==> src/rtl/shift_pkg.sv <==
// Shared encodings for the shift sequencer: op codes and controller state.
package shift_pkg;

  localparam logic [1:0] OP_PASS = 2'b00;
  localparam logic [1:0] OP_SHL  = 2'b01;
  localparam logic [1:0] OP_SHR  = 2'b10;
  localparam logic [1:0] OP_ROL  = 2'b11;

  typedef enum logic [1:0] {
    IDLE  = 2'd0,
    SHIFT = 2'd1,
    DONE  = 2'd2
  } state_e;

endpackage

==> src/rtl/shift_step.sv <==
// One-position shift/rotate of a W-bit word, selected by op; pass leaves it untouched.
module shift_step
  import shift_pkg::*;
#(
  parameter int W = 8
) (
  input  logic [W-1:0] data_i,
  input  logic [1:0]   op_i,
  output logic [W-1:0] data_o
);

  // NOTE: every combinational output gets a default first so no path can infer a latch.
  always_comb begin
    data_o = data_i;
    case (op_i)
      OP_SHL:  data_o = {data_i[W-2:0], 1'b0};
      OP_SHR:  data_o = {1'b0, data_i[W-1:1]};
      OP_ROL:  data_o = {data_i[W-2:0], data_i[W-1]};
      default: data_o = data_i;
    endcase
  end

endmodule

==> src/rtl/shift_sequencer.sv <==
// Round-robin front end for two requesters sharing one bit-serial shifter;
// results return on a single valid/ready channel tagged with the owner id.
module shift_sequencer
  import shift_pkg::*;
#(
  parameter int W  = 8,
  parameter int AW = 3
) (
  input  logic          clk,
  input  logic          rst_n,
  input  logic          req0_valid,
  output logic          req0_ready,
  input  logic [W-1:0]  req0_i,
  input  logic [1:0]    req0_c,
  input  logic [AW-1:0] req0_s,
  input  logic          req1_valid,
  output logic          req1_ready,
  input  logic [W-1:0]  req1_i,
  input  logic [1:0]    req1_c,
  input  logic [AW-1:0] req1_s,
  output logic          rsp_valid,
  input  logic          rsp_ready,
  output logic [W-1:0]  rsp_o,
  output logic          rsp_id,
  output logic          busy
);

  state_e        state_q, state_d;
  logic [W-1:0]  data_q, data_d;
  logic [1:0]    op_q, op_d;
  logic          id_q, id_d;
  logic [AW-1:0] count_q, count_d;
  logic          ptr_q, ptr_d;
  logic          rsp_valid_q, rsp_valid_d;
  logic [W-1:0]  rsp_o_q, rsp_o_d;
  logic          rsp_id_q, rsp_id_d;
  logic          busy_q;
  logic          grant0, grant1;
  logic [W-1:0]  step_data;

  shift_step #(.W(W)) u_step (
    .data_i (data_q),
    .op_i   (op_q),
    .data_o (step_data)
  );

  always_comb begin
    state_d     = state_q;
    data_d      = data_q;
    op_d        = op_q;
    id_d        = id_q;
    count_d     = count_q;
    ptr_d       = ptr_q;
    rsp_valid_d = rsp_valid_q;
    rsp_o_d     = rsp_o_q;
    rsp_id_d    = rsp_id_q;
    grant0      = 1'b0;
    grant1      = 1'b0;

    case (state_q)
      IDLE: begin
        // A lone valid wins outright; a tie goes to the pointer holder.
        grant0 = req0_valid && (!req1_valid || !ptr_q);
        grant1 = req1_valid && (!req0_valid ||  ptr_q);
        if (grant0) begin
          data_d  = req0_i;
          op_d    = req0_c;
          id_d    = 1'b0;
          count_d = (req0_c == OP_PASS) ? '0 : req0_s;
          ptr_d   = 1'b1;
          state_d = SHIFT;
        end else if (grant1) begin
          data_d  = req1_i;
          op_d    = req1_c;
          id_d    = 1'b1;
          count_d = (req1_c == OP_PASS) ? '0 : req1_s;
          ptr_d   = 1'b0;
          state_d = SHIFT;
        end
      end
      SHIFT: begin
        if (count_q == '0) begin
          state_d = DONE;
        end else begin
          data_d  = step_data;
          count_d = count_q - AW'(1);
        end
      end
      DONE: begin
        // First DONE cycle loads the response registers; afterwards they hold until taken.
        if (!rsp_valid_q) begin
          rsp_valid_d = 1'b1;
          rsp_o_d     = data_q;
          rsp_id_d    = id_q;
        end else if (rsp_ready) begin
          rsp_valid_d = 1'b0;
          state_d     = IDLE;
        end
      end
      default: state_d = IDLE;
    endcase
  end

  // NOTE: state registers use non-blocking assignments so every flop samples pre-edge values.
  always_ff @(posedge clk) begin
    if (!rst_n) begin
      state_q     <= IDLE;
      data_q      <= '0;
      op_q        <= OP_PASS;
      id_q        <= 1'b0;
      count_q     <= '0;
      ptr_q       <= 1'b0;
      rsp_valid_q <= 1'b0;
      rsp_o_q     <= '0;
      rsp_id_q    <= 1'b0;
      busy_q      <= 1'b0;
    end else begin
      state_q     <= state_d;
      data_q      <= data_d;
      op_q        <= op_d;
      id_q        <= id_d;
      count_q     <= count_d;
      ptr_q       <= ptr_d;
      rsp_valid_q <= rsp_valid_d;
      rsp_o_q     <= rsp_o_d;
      rsp_id_q    <= rsp_id_d;
      busy_q      <= (state_d != IDLE);
    end
  end

  assign req0_ready = grant0 && rst_n;
  assign req1_ready = grant1 && rst_n;
  assign rsp_valid  = rsp_valid_q;
  assign rsp_o      = rsp_o_q;
  assign rsp_id     = rsp_id_q;
  assign busy       = busy_q;

endmodule
==> config.mk <==
export PLATFORM = sky130hd
export DESIGN_NAME = shift_sequencer
export DESIGN_NICKNAME = d
export VERILOG_FILES = /design/src/rtl/shift_pkg.sv /design/src/rtl/shift_step.sv /design/src/rtl/shift_sequencer.sv
export SDC_FILE = /design/constraint.sdc
export NUM_CORES = 1
export LEC_CHECK = 0
export CORE_MARGIN = 10
export CORE_UTILIZATION = 51
export DETAILED_ROUTE_END_ITERATION = 8
export MAX_ROUTING_LAYER = met4
export PLACE_DENSITY = 0.84
export SLEW_MARGIN = 20
export SYNTH_ARGS = -nofsm -noshare
export SYNTH_HDL_FRONTEND = slang
export SYNTH_HIERARCHICAL = 1
export SYNTH_SLANG_ARGS = --single-unit
==> constraint.sdc <==
create_clock -name clk -period 3.8 [get_ports clk]
set_clock_uncertainty 0.2 [all_clocks]
set_input_delay 0.76 -clock clk [delete_from_list [all_inputs] [get_ports clk]]
set_output_delay 0.76 -clock clk [all_outputs]
set_load 0.05 [all_outputs]
# ---- After elaboration in Yosys (flattened, before gate mapping)
# Cells that the tools add are included.
dict set report totals {
  ff_bits 28
  out_inout_bits 13
  word_cells 67
}
dict set report op_classes {
  addsub 1
  eq_ne 8
  mux 27
  n_bitwise 1
  n_reduce_logical 20
}
# operator count
set op_table {}
lappend op_table {{$mux 8} 3}
lappend op_table {{$pmux 8 s3} 1}
lappend op_table {{$pmux 8 s2} 1}
lappend op_table {{$mux 3} 5}
lappend op_table {{$mux 2} 7}
lappend op_table {{$mux 1} 8}
lappend op_table {{$eq 2x2->1 const B} 3}
lappend op_table {{$logic_not 2->1} 3}
lappend op_table {{$pmux 2 s3} 1}
lappend op_table {{$pmux 3 s2} 1}
lappend op_table {{$reduce_bool 2->1} 3}
lappend op_table {{$eq 2x1->1 const B} 2}
lappend op_table {{$logic_and 1x1->1} 4}
lappend op_table {{$ne 4x1->1 const B} 1}
lappend op_table {{$reduce_and 2->1} 2}
lappend op_table {{$reduce_and 4->1} 1}
lappend op_table {{$logic_not 1->1} 3}
lappend op_table {{$logic_not 3->1} 1}
lappend op_table {{$ne 3x3->1 const B} 1}
lappend op_table {{$reduce_and 3->1} 1}
lappend op_table {{$sub 3x1->3 const B} 1}
lappend op_table {{$logic_or 1x1->1} 2}
lappend op_table {{$ne 2x2->1 const B} 1}
lappend op_table {{$not 1->1} 1}

# ---- Depth between registers and ports, before layout
# Gate-level depths: netlist of run 1.
dict set report logic_depth {
  depth_word 7
  ltp_mapped 6
  depth_no_buf 6
}

# ---- By module
# Netlist of run 1, hierarchy kept.
# mod n_inst cells_per_inst area_each_um2 seq_area_each_um2
set modules_own_cells {}
lappend modules_own_cells {shift_sequencer 1 148 1391.3 560.5}
lappend modules_own_cells {shift_step 1 25 172.7 0.0}

# ---- Least setup slack after synthesis of run 1
# Ideal clock, no wire load.
dict set report synth_path {
  path_type {input -> output}
  from {input port req0_valid}
  to {output port req0_ready}
  t_arrival_ns 1.705
  required_ns 2.840
  path_slack_ns 1.135
  cell_stages 4
  n_path_buf 2
  path_cell_list {a21boi_0 buf_4 buf_6 and3_1}
}
dict set report synth_via {
  elab_chain_len 3
}
# element line
set synth_lines {}
lappend synth_lines {{start, declared} shift_sequencer.sv:11} ;# input logic req0_valid,
lappend synth_lines {{$logic_and 1x1->1} shift_sequencer.sv:63} ;# grant0 = req0_valid && (!req1_valid || !ptr_q);
lappend synth_lines {{$mux 1} shift_sequencer.sv:60} ;# case (state_q)
lappend synth_lines {{$logic_and 1x1->1} shift_sequencer.sv:131} ;# assign req0_ready = grant0 && rst_n;
lappend synth_lines {{end, declared} shift_sequencer.sv:12} ;# output logic req0_ready,
# Every way passes these cells.

# ---- Final worst setup path of run 1
dict set report layout_path {
  from {input port req0_valid}
  to {output port req1_ready}
}
dict set report layout_via {
  elab_chain_len 5
}
# element line
set layout_lines {}
lappend layout_lines {{$logic_not 1->1} shift_sequencer.sv:64} ;# grant1 = req1_valid && (!req0_valid || ptr_q);
lappend layout_lines {{$logic_or 1x1->1} shift_sequencer.sv:64}
lappend layout_lines {{$logic_and 1x1->1} shift_sequencer.sv:64}
lappend layout_lines {{$mux 1} shift_sequencer.sv:60}
lappend layout_lines {{$logic_and 1x1->1} shift_sequencer.sv:132} ;# assign req1_ready = grant1 && rst_n;
lappend layout_lines {{end, declared} shift_sequencer.sv:17} ;# output logic req1_ready,
# Every way passes these cells.

==> impl_metrics.yaml, run 1 <==
status:
  status: "finished, final reports clean"
sta:
  tightest_slew_ps: 664
  worst_slew_margin_rel: 0.556
  min_period_ps: 2930
  finalSetupTns_ps: 0
  final_hold_viol_count: 0
  slew_viol_final: 0
  finalSetupViolCount: 0
  clock.fmax_mhz: 341
  rsz0062_at_grt: "false"
  hold_ws_ps: 293
  fin_crit_sh: 0.772
setup_path:
  critPathTopFamily: "buffers and inverters"
  cp-start-kind: "primary input"
  crit_type: "in -> out"
  path_max_fanout: 4
  worstPathCellList: "clkdlybuf4s50_1, nand2b_1, and3_1, and2_1, buf_4"
  setup.worst_path.end_class: "primary output"
  cp.required_ps: 2840
  arrival_ps: 1970
  critPathBufInv: 2
  crit_slowest_cell: "clkdlybuf4s50_1"
  critPathMaxStageDelay_ps: 530
detailed_routing:
  finalWirelength_um: 3930
  avgRoutedWirePerCell_um: 16.0
  drc_errors: 0
  drt.antenna.violating_nets: 0
  drt_first_pass_iters: 4
  num_vias: 1417
  drtIter0Drc: 96
  viasPerCell: 5.78
placement:
  dp_hpwl_um: 3030
  gp_congestion: 0.836
  placed_cell_area_um2: 1970
  port_buffers: 43
yosys:
  ys_warn_count: 6
  seq_area_frac_synth: 0.358
  yosys-top-cells-area: "dfxtp_1 36%, mux2i_1 17%, nor2b_1 5.2%"
  ys_ff_latch: 28
  postSynthCellCount: 173
  avgSynthCellArea_um2: 9.04
  synth_top_area_frac: 0.358
  yosys.area.top_type: "dfxtp_1"
  synth_area_um2: 1560
  yosysUniqueCellTypes: 32
  synth.net_count: 206
clocking:
  cts_setup_buffers: 0
  cts-buffers-inserted: 3
  cts.sinks: 28
  root_buffer: "clkbuf_4"
  cts_tree: "yes"
  clk_path_buf_depth: 2
  cts_hold_buf: 0
  cts_max_level: 1
  cts_resized: 0
  clk_latency_ps: 330
  clk_pin_slew_ps: 150
global_route:
  grt_overflow: 0
  grt_pass1_vias: 1410
  grt_pass1_wl_um: 6540
  grt_use_total: 0.147
  grt_max_degree: 23
  antenna_found_initial: 0
power_and_ir_drop:
  finalPower_w: 0.00123
  p_per_area_nw_per_um2: 608
  p_leak_nw: 0.763
  vdd_drop_max_v: 0.000356
final_layout:
  areaGrowthSynthToFinish_pct: 29.6
  final_nets: 246
  final_util: 0.675
  final_area_um2: 2030
  n_antenna_cell: 0
  final_layout_size_suffix_gt1_frac: 0.0613
run:
  cap_violations: 0
floorplan:
  start_util: 0.521
  die_area_um2: 5680
  core-area_um2: 3000
  placementRows: 20
  die_h_um: 75.4
  ios: 44
  die_w_um: 75.4
worst_hold_path:
  hold_path.class: "reg -> reg"
## layout by cell type (no fill, tap or decap), types with 4 or more instances in the layout
master,Yosys,layout
clkdlybuf4s50_1,0,41
dfxtp_1,28,28
mux2i_1,26,26
nor2_1,13,13
nor2b_1,13,13
a21oi_1,12,12
nand2_1,11,11
a22o_1,9,9
o21ai_1,7,7
o21ai_0,5,5
nand2b_1,4,4
nand3_1,4,4
## per-stage QoR
stage | setup slack (ps) | cells
floorplan | 1140 | 173
global placement | 932 | 241
detailed placement | 866 | 241
CTS | 865 | 245
global route | 802 | 245
finish | 867 | 245
## cells in the mapped netlist
cell type / count
buf_2: 1
nand2b_1: 4
clkbuf_1: 2
nor2_4: 1
nor3_2: 1
buf_6: 5
a32o_1: 1
o21a_1: 3
ha_1: 2
nor2_1: 13
a22oi_1: 2
o21ai_0: 5
inv_1: 3
a21oi_1: 12
a21boi_0: 4
o221ai_1: 1
o21ai_1: 7
nor3_1: 1
dfxtp_1: 28
and3_1: 3
a22o_1: 9
nand3_1: 4
mux2i_1: 26
nor2b_1: 13
nand2_1: 11
and2_1: 2
o211a_1: 1
o211ai_1: 3
nand3_2: 1
a311oi_2: 1
or2_2: 1
buf_4: 2
## path summary, 6_finish.rpt
| check | start | end | slack [ps] | cells after the start |
|---|---|---|---|---|
| setup reg to reg | count_q[0] | count_q[1] | 1810 | 5 |
| hold / removal | count_q[1] | count_q[1] | 290 | 1 |
| setup / recovery | req0_valid | req1_ready | 870 | 5 |
| hold reg to reg | count_q[1] | count_q[1] | 290 | 1 |
## area by class of cell
class	count	area [µm²]
Multi-Input combinational cell	132	908
Inverter	3	11.3
Fill cell	254	976
Sequential cell	28	561
Clock buffer	3	22.5
Timing Repair Buffer	45	453
Tap cell	33	41.3
Clock inverter	1	30.0
## cell families after synthesis
kind of cell               share of synthesized area
AOI/OAI and AO/OA                              0.213
adders and majority gates                     0.0160
buffers and inverters                         0.0608
DFF                                            0.358
muxes                                          0.166
and+or+nand+nor                                0.186
## power breakdown
part	switching [W]	internal (W)
Combinational	0.000298	0.000249
Clock	0.0000892	0.000107
Sequential	0.000112	0.000377
Total	0.000499	0.000733
## flip-flops by register name, indices dropped and copies added (netlist names)
register	count
count_q	3
op_q	2
id_q	1
state_q	2
ptr_q	1
rsp_valid	1
busy	1
rsp_id	1
data_q	8
rsp_o	8
## layer usage
layer	up-vias	GRT usage	routed length, µm
li1	695	-	-
met1	667	0.162	1600
met2	47	0.260	2030
met3	8	0.0299	227
met4	0	0.0433	72
met5	-	-	0
No activity file was read; power rests on OpenSTA's default activity.
==> inputs of run 2 (changes only) <==
CORE_UTILIZATION = 43   (was 51)
PLACE_DENSITY = 0.76   (was 0.84)
clock period = 2.4 ns   (was 3.8 ns; I/O delays follow)
==> impl_metrics.yaml, run 2 (synthesis results as in run 1) <==
clocking:
  root_buffer: "clkbuf_4"
  cts.sinks: 28
  clk_latency_ps: 330
  cts_max_level: 1
  clk_path_buf_depth: 2
  cts-buffers-inserted: 3
  cts_hold_buf: 0
  clk_pin_slew_ps: 150
  cts_tree: "yes"
setup_path:
  path_max_fanout: 5
  cp-start-kind: "flop"
  critPathMaxStageDelay_ps: 840
  setup.worst_path.end_class: "primary output"
  arrival_ps: 1620
  critPathBufInv: 1
  worstPathCellList: "clkdlybuf4s50_1"
  cp.required_ps: 1720
  crit_slowest_cell: "clkdlybuf4s50_1"
  critPathTopFamily: "buffers and inverters"
  crit_type: "reg -> out"
final_layout:
  areaGrowthSynthToFinish_pct: 33.0
  final_nets: 251
  fillCellCount: 307
  n_antenna_cell: 0
  layout.cells.most_common: "clkdlybuf4s50_1"
  final_layout_size_suffix_gt1_frac: 0.0829
  final_util: 0.609
  layout_common_cells: "40 x clkdlybuf4s50_1, 28 x dfxtp_1, 26 x mux2i_1, 13 x nor2_1, 13 x nor2b_1"
  regArea_um2: 561
  multi_input_area_um2: 908
  final_area_um2: 2080
placement:
  dp_slack_ps: 24.0
  dp_hpwl_um: 3180
  gp_congestion: 0.833
  placed_cell_area_um2: 2040
  port_buffers: 43
worst_hold_path:
  hold_path.class: "reg -> reg"
floorplan:
  start_util: 0.458
  ios: 44
  die_area_um2: 6450
  die_h_um: 80.3
  placementRows: 21
  die_w_um: 80.3
  core-area_um2: 3420
global_route:
  grt_use_total: 0.133
  grt_overflow: 0
  antenna_found_initial: 0
  grt_max_degree: 18
  grt_pass1_wl_um: 6690
  grt_pass1_vias: 1404
detailed_routing:
  drc_errors: 0
  drtIter0Drc: 74
  avgRoutedWirePerCell_um: 15.6
  finalWirelength_um: 4110
  num_vias: 1405
  drt_first_pass_iters: 4
  viasPerCell: 5.34
  drt.antenna.violating_nets: 0
sta:
  rsz0062_at_grt: "false"
  tightest_slew_ps: 628
  worst_slew_margin_rel: 0.580
  slew_viol_final: 0
  setup_slack_ps: 95.4
  fin_crit_sh: 0.960
  clock.fmax_mhz: 434
  finalSetupTns_ps: 0
  final_hold_viol_count: 0
  finalSetupViolCount: 0
  hold_ws_ps: 305
  min_period_ps: 2300
status:
  status: "finished, final reports clean"
power_and_ir_drop:
  p_leak_nw: 0.792
  vdd_drop_max_v: 0.000498
  p_per_area_nw_per_um2: 925
run:
  cap_violations: 0
-- run 2: cell types whose count changed in the layout (fill, tap and decap cells not counted), sizes merged --
cell,before,now
clkbuf,3,4
dlymetal6s2s,0,1
buf,4,9
clkdlybuf4s50,41,40
bufinv,1,0
-- run 2: final timing paths --
check             start         end  slack, ps  depth (start not counted)
max           rsp_valid   rsp_valid        100                          1
min          count_q[1]  count_q[1]        300                          1
max reg2reg  count_q[0]  count_q[1]        530                          5
min reg2reg  count_q[1]  count_q[1]        300                          1
-- run 2: repair_timing --
action,in CTS,in global routing
resized for setup,0,1
endpoints found under the setup margin,0,1
setup buffers,0,0
-- run 2: final cells by class --
class,instances,area share
multi-input cells,132,0.437
repair buffers,50,0.243
clock buffers,4,0.0174
well taps,46,0.0277
inverters,3,0.00542
flip-flops and latches,28,0.270
-- run 2: metrics by stage --
step	total power (W)	cells
after floorplan	0.00143	173
after global placement	0.00165	259
after detailed placement	0.00169	259
after CTS	0.00193	263
after global routing	0.00206	263
final	0.00192	263
-- run 2: routing by layer --
metal | part of all wire | track usage | vias up | wire length, µm
li1 | - | - | 707 | -
met1 | 0.42 | 0.148 | 660 | 1740
met2 | 0.51 | 0.233 | 31 | 2110
met3 | 0.044 | 0.0212 | 7 | 181
met4 | 0.019 | 0.0493 | 0 | 77
met5 | 0 | - | - | 0
-- run 2: where the power goes --
| group | switching [W] | internal [W] | leakage [nW] |
|---|---|---|---|
| Combinational | 0.000483 | 0.000434 | 0.541 |
| Clock | 0.000142 | 0.0000930 | 0.0210 |
| Sequential | 0.000176 | 0.000597 | 0.230 |
